## config.mk

```make
export PLATFORM = sky130hd
export DESIGN_NAME = axi_mcast_b_join
export DESIGN_NICKNAME = d
export VERILOG_FILES = /design/src/rtl/axi_mcast_b_join.sv
export SDC_FILE = /design/constraint.sdc
export NUM_CORES = 1
export LEC_CHECK = 0
export BUFFER_PORTS_ARGS = -buffer_cell sky130_fd_sc_hd__buf_2
export CAP_MARGIN = 20
export CORE_ASPECT_RATIO = 0.5
export CORE_UTILIZATION = 64
export DETAILED_ROUTE_END_ITERATION = 10
export GPL_TIMING_DRIVEN = 0
export PLACE_DENSITY = 0.84
export SYNTH_ARGS = -nofsm -noshare
export SYNTH_HDL_FRONTEND = slang
export SYNTH_SLANG_ARGS = --single-unit
export TNS_END_PERCENT = 10
```

## constraint.sdc

```tcl
create_clock -name clk_i -period 16 [get_ports clk_i]
set_input_delay 0.8 -clock clk_i [delete_from_list [all_inputs] [get_ports clk_i]]
set_output_delay 0.8 -clock clk_i [all_outputs]
set_load 0.01 [all_outputs]
```

## src/rtl/axi_mcast_b_join.sv

```systemverilog
`default_nettype none
// ----------------------------------------------------------------------------
// axi_mcast_b_join: collects one B beat per destination of a multicast write
// and returns a single merged B to the issuing slave port.   Revision: 1.0
// ----------------------------------------------------------------------------
module axi_mcast_b_join #(
  parameter int unsigned NoMstPorts = 4,
  parameter int unsigned MaxTrans   = 8,
  parameter int unsigned IdWidth    = 4
) (
  input  logic                      clk_i,
  input  logic                      rst_ni,
  input  logic                      cmd_valid_i,
  output logic                      cmd_ready_o,
  input  logic [NoMstPorts-1:0]     cmd_select_i,
  input  logic [IdWidth-1:0]        cmd_id_i,
  input  logic [NoMstPorts-1:0]     mst_b_valid_i,
  output logic [NoMstPorts-1:0]     mst_b_ready_o,
  input  logic [2*NoMstPorts-1:0]   mst_b_resp_i,
  output logic                      slv_b_valid_o,
  input  logic                      slv_b_ready_i,
  output logic [IdWidth-1:0]        slv_b_id_o,
  output logic [1:0]                slv_b_resp_o
);

  localparam int unsigned PTR_W = (MaxTrans > 1) ? $clog2(MaxTrans) : 1;
  localparam int unsigned CNT_W = $clog2(MaxTrans + 1);
  localparam logic [PTR_W-1:0] LAST_PTR = PTR_W'(MaxTrans - 1);
  localparam logic [CNT_W-1:0] FULL_CNT = CNT_W'(MaxTrans);

  localparam logic [1:0] RESP_OKAY   = 2'b00;
  localparam logic [1:0] RESP_EXOKAY = 2'b01;
  localparam logic [1:0] RESP_SLVERR = 2'b10;
  localparam logic [1:0] RESP_DECERR = 2'b11;

  // Severity order DECERR > SLVERR > OKAY > EXOKAY makes the merge a max().
  function automatic logic [1:0] resp_rank(input logic [1:0] r);
    logic [1:0] rank;
    case (r)
      RESP_DECERR: rank = 2'd3;
      RESP_SLVERR: rank = 2'd2;
      RESP_OKAY:   rank = 2'd1;
      default:     rank = 2'd0;
    endcase
    return rank;
  endfunction

  function automatic logic [1:0] resp_merge(input logic [1:0] a, input logic [1:0] b);
    return (resp_rank(b) > resp_rank(a)) ? b : a;
  endfunction

  logic [NoMstPorts-1:0] sel_mem [MaxTrans];
  logic [IdWidth-1:0]    id_mem  [MaxTrans];

  logic [PTR_W-1:0]      wr_ptr_q, wr_ptr_d, rd_ptr_q, rd_ptr_d;
  logic [CNT_W-1:0]      count_q, count_d;
  logic                  cmd_ready_q, cmd_ready_d;
  logic [NoMstPorts-1:0] acc_mask_q, acc_mask_d;
  logic [1:0]            acc_resp_q, acc_resp_d;
  logic                  slv_valid_q, slv_valid_d;
  logic [IdWidth-1:0]    slv_id_q, slv_id_d;
  logic [1:0]            slv_resp_q, slv_resp_d;

  logic                  head_valid, collect, complete, push, pop;
  logic [NoMstPorts-1:0] head_sel, b_ready, b_hs;
  logic [IdWidth-1:0]    head_id;
  logic [1:0]            merged_acc, final_resp;

  always_comb begin
    head_valid = (count_q != '0);
    head_sel   = sel_mem[rd_ptr_q];
    head_id    = id_mem[rd_ptr_q];
    // Collection pauses while a merged B waits, so the output never gets overwritten.
    collect    = head_valid & ~slv_valid_q;
    b_ready    = collect ? (head_sel & ~acc_mask_q) : '0;
    b_hs       = mst_b_valid_i & b_ready;

    merged_acc = acc_resp_q;
    for (int unsigned j = 0; j < NoMstPorts; j++) begin
      if (b_hs[j]) merged_acc = resp_merge(merged_acc, mst_b_resp_i[2*j +: 2]);
    end
    final_resp = (head_sel == '0) ? RESP_OKAY : merged_acc;

    complete = collect & ((acc_mask_q | b_hs) == head_sel);
    push     = cmd_valid_i & cmd_ready_q;
    pop      = complete;

    wr_ptr_d = wr_ptr_q;
    if (push) wr_ptr_d = (wr_ptr_q == LAST_PTR) ? '0 : wr_ptr_q + PTR_W'(1);
    rd_ptr_d = rd_ptr_q;
    if (pop) rd_ptr_d = (rd_ptr_q == LAST_PTR) ? '0 : rd_ptr_q + PTR_W'(1);

    count_d = count_q;
    case ({push, pop})
      2'b10:   count_d = count_q + CNT_W'(1);
      2'b01:   count_d = count_q - CNT_W'(1);
      default: count_d = count_q;
    endcase
    cmd_ready_d = (count_d != FULL_CNT);

    acc_mask_d  = acc_mask_q | b_hs;
    acc_resp_d  = merged_acc;
    slv_valid_d = slv_valid_q & ~slv_b_ready_i;
    slv_id_d    = slv_id_q;
    slv_resp_d  = slv_resp_q;
    if (complete) begin
      acc_mask_d  = '0;
      acc_resp_d  = RESP_EXOKAY;
      slv_valid_d = 1'b1;
      slv_id_d    = head_id;
      slv_resp_d  = final_resp;
    end
  end

  always_ff @(posedge clk_i) begin
    if (push) begin
      sel_mem[wr_ptr_q] <= cmd_select_i;
      id_mem[wr_ptr_q]  <= cmd_id_i;
    end
  end

  always_ff @(posedge clk_i or negedge rst_ni) begin
    if (!rst_ni) begin
      wr_ptr_q    <= '0;
      rd_ptr_q    <= '0;
      count_q     <= '0;
      cmd_ready_q <= 1'b0;
      acc_mask_q  <= '0;
      acc_resp_q  <= RESP_EXOKAY;
      slv_valid_q <= 1'b0;
      slv_id_q    <= '0;
      slv_resp_q  <= RESP_OKAY;
    end else begin
      wr_ptr_q    <= wr_ptr_d;
      rd_ptr_q    <= rd_ptr_d;
      count_q     <= count_d;
      cmd_ready_q <= cmd_ready_d;
      acc_mask_q  <= acc_mask_d;
      acc_resp_q  <= acc_resp_d;
      slv_valid_q <= slv_valid_d;
      slv_id_q    <= slv_id_d;
      slv_resp_q  <= slv_resp_d;
    end
  end

  assign cmd_ready_o   = cmd_ready_q;
  assign mst_b_ready_o = b_ready;
  assign slv_b_valid_o = slv_valid_q;
  assign slv_b_id_o    = slv_id_q;
  assign slv_b_resp_o  = slv_resp_q;

`ifndef SYNTHESIS
  a_no_early_b: assert property (@(posedge clk_i) disable iff (!rst_ni)
    (!head_valid && !push) |-> ((mst_b_valid_i & ~$past(mst_b_valid_i)) == '0))
    else $error("B valid raised with no outstanding command");
  a_slv_stable: assert property (@(posedge clk_i) disable iff (!rst_ni)
    (slv_valid_q && !slv_b_ready_i) |=> (slv_valid_q && $stable(slv_id_q) && $stable(slv_resp_q)))
    else $error("merged B changed while stalled");
  a_no_overflow: assert property (@(posedge clk_i) disable iff (!rst_ni)
    (count_q <= FULL_CNT) && !(push && count_q == FULL_CNT))
    else $error("command FIFO overflow");
  a_zero_select: assert property (@(posedge clk_i) disable iff (!rst_ni)
    head_valid |-> (head_sel != '0))
    else $error("command with empty destination set");
`endif

endmodule
`default_nettype wire

```

==> qor.yml <==
sta:
  slew_viol_final: 0
  tns_ps: 0
  fin_worst_skew_ps: 9.41
  max_slew_margin_pct: 35.9
  tightest_slew_ps: 958
  finalHoldViolCount: 0
  post-route-min-period_ps: 7400
  rsz0062_at_grt: "no"
  finalSetupViolCount: 0
  max_freq_mhz: 135
  post-route-period-util_pct: 46.2
clocking:
  cts_buffers: 9
  cts_resized: 0
  cts_tree: "done"
  cts-root-buf: "clkbuf_16"
  clk_pin_slew_worst_paths_ps: 60
  clock-sinks: 88
  holdBufCountCts: 0
  postCtsSetupBuffers: 0
  ctsLongestPathBuffers: 2
  h-tree-depth: 3
  clkLatencyLatePin_ps: 330
job:
  cap_violations: 0
layout:
  nFillCells: 423
  nets: 421
  n_antenna_cell: 0
  layout.cells.non_filler: 460
  syn_to_final_growth_pct: 13.2
  layout-drive-gt1-share_pct: 24.2
power_and_ir_drop:
  p_leak_nw: 2.06
  total_power_mw: 1.02
  vdd_drop_max_uv: 125
  p_int_mw: 0.636
  p_seq_share_pct: 33.4
  p_comb_share_pct: 46.8
  clkPwrFrac_pct: 19.8
  switching_share_pct: 37.4
  power.density_mw_per_mm2: 203
  power_switching_mw: 0.380
yosys:
  yosysTopAreaCell: "edfxtp_1"
  synth_fp_nets: 375
  netlist_area_mm2: 0.00443
  synth-seq-cells: 88
  synth_most_common_cell: "edfxtp_1"
  avgSynthCellArea_um2: 13.9
  synth_flop_cell: "edfxtp_1"
  synthDistinctLibCells: 53
  synthArstFlopShare_pct: 27.3
  ys_seq_area_share_pct: 56.9
  yosys-top-cells-count: "edfxtp_1, ha_1, nor2_1, dfrtp_1, inv_1"
  synth_area_leaders: "edfxtp_1, dfrtp_1, ha_1, mux4_2, mux2i_1"
  yosys_warnings: 0
  synth_cells: 319
  synth_edf_count: 64
  synth_top_area_share_pct: 43.4
detailed_routing:
  drt_iter0_drc: 228
  drc_errors: 0
  drt-total-wl_um: 8700
  via_per_inst: 6.06
  wire_per_inst_um: 18.9
  via_count: 2789
  ant_nets: 0
  firstDrtPassIters: 4
placement:
  routabilityCongestion: 0.889
  place_hpwl_um: 5840
  portBuffers: 35
  dp_cells: 446
worst_setup_path:
  crit_type: "in2reg"
  end_kind: "register"
  critical_path.most_common_cell: "ha_1"
  cp.arrival_ps: 7650
  critical_path.max_stage_delay_ps: 440
  startpoint_type: "input pin"
  cp_max_fo: 8
  crit_required_ps: 16250
  slowest_stage: "or4_4"
floorplanning:
  coreArea_mm2: 0.00670
  rows: 21
  io_pins: 36
  initial_core_util_pct: 66.1
  die_h_um: 60.8
  fp.dieArea_mm2: 0.00728
  die_w_um: 120
grt:
  grt_max_degree: 25
  grt_pass1_vias: 2686
  grt_pass1_wl_um: 13600
  gr-total-overflow: 0
  antenna_found_initial: 0
  grt_use_total_pct: 25.9
status:
  outcome: "finished, final reports clean"
hold_path:
  min_path_type: "in2async"
## metrics by stage
stage / utilization, % / area, um^2 / hold slack, ps / worst slack (ps)
5_1_grt: 74.9 / 5020 / 477 / 8230
3_3_place_gp: 70.5 / 4720 / 465 / 8520
6_report: 74.9 / 5020 / 444 / 8600
2_1_floorplan: - / 4430 / 474 / 9060
3_5_place_dp: 70.6 / 4730 / 470 / 8280
4_1_cts: 74.9 / 5020 / 469 / 8610
## routing by layer
layer,part of all wire [%],global-route usage (%)
met3,4.6,5.92
met4,1.7,8.93
met5,0,0
met2,48,45.2
met1,45,33.1
## registers in the layout (all words and copies together) (netlist names)
register	count
id_mem	32
sel_mem	32
acc_mask_q	4
count_q	4
slv_b_id_o	4
rd_ptr_q	3
wr_ptr_q	3
acc_resp_q	2
slv_b_resp_o	2
cmd_ready_o	1
slv_b_valid_o	1
## cells by family after synthesis
logic type      Yosys count  share of synthesized area (%)
xor+xnor                  4                          0.791
buf+inv                  31                           3.30
fa+ha+maj                32                           9.20
flops                    88                           56.9
mux                      42                           14.0
simple gates             87                           10.7
compound gates           35                           5.08
## path summary, 6_finish.rpt
path                       slack, ps             from               to  cells past startpoint
min in group clk_i               480    slv_b_id_o[1]    slv_b_id_o[1]                      1
hold reg to reg                  480    slv_b_id_o[1]    slv_b_id_o[1]                      1
max in group asynchronous      15180           rst_ni      rd_ptr_q[1]                      1
setup / recovery                8600  mst_b_resp_i[0]  slv_b_resp_o[1]                     32
setup reg to reg                8750    acc_resp_q[0]  slv_b_resp_o[1]                     31
hold / removal                   440           rst_ni    slv_b_id_o[2]                      1
## cells in the final DEF (no fill, tap or decap), drive strengths merged, types with 2 or more instances in the layout
cell type,instances
nor4,6
ha,31
nand2b,4
nand4,3
a222oi,2
nand3,4
clkinv,3
or4,2
or3,6
nor2,26
nor2b,4
inv,23
edfxtp,64
a31oi,5
buf,39
mux2,16
xor2,2
o21ai,13
nand2,11
clkbuf,13
dfrtp,23
mux4,14
and3,5
mux2i,12
nor3,6
a21oi,5
or2,8
a21o,2
xnor2,2
## power groups by stage
stage                     logic (mW)  clock network (mW)  registers (mW)
after global placement         0.442                   0           0.336
after global routing           0.527               0.212           0.345
final                          0.475               0.202           0.339
after CTS                      0.475               0.203           0.339
after floorplan                0.355                   0           0.334
after detailed placement       0.470                   0           0.341
## critical path, delay by kind of cell
| family | cells | cell delay (ps) |
|---|---|---|
| adders and majority gates | 8 | 1970 |
| and+or+nand+nor | 9 | 2190 |
| muxes | 2 | 700 |
| buffers and inverters | 4 | 280 |
| AOI/OAI and AO/OA | 9 | 1730 |
## final cells by class
| class | count | area [um^2] | area share, % |
|---|---|---|---|
| Sequential cell | 88 | 2520 | 50.3 |
| Multi-Input combinational cell | 200 | 1770 | 35.3 |
| Clock buffer | 9 | 225 | 4.49 |
| Timing Repair Buffer | 35 | 175 | 3.49 |
| Tap cell | 92 | 115 | 2.29 |
| Inverter | 23 | 87.6 | 1.75 |
| Clock inverter | 5 | 58.8 | 1.17 |
| Buffer | 8 | 58.8 | 1.17 |
No activity file was read; power rests on OpenSTA's default activity.
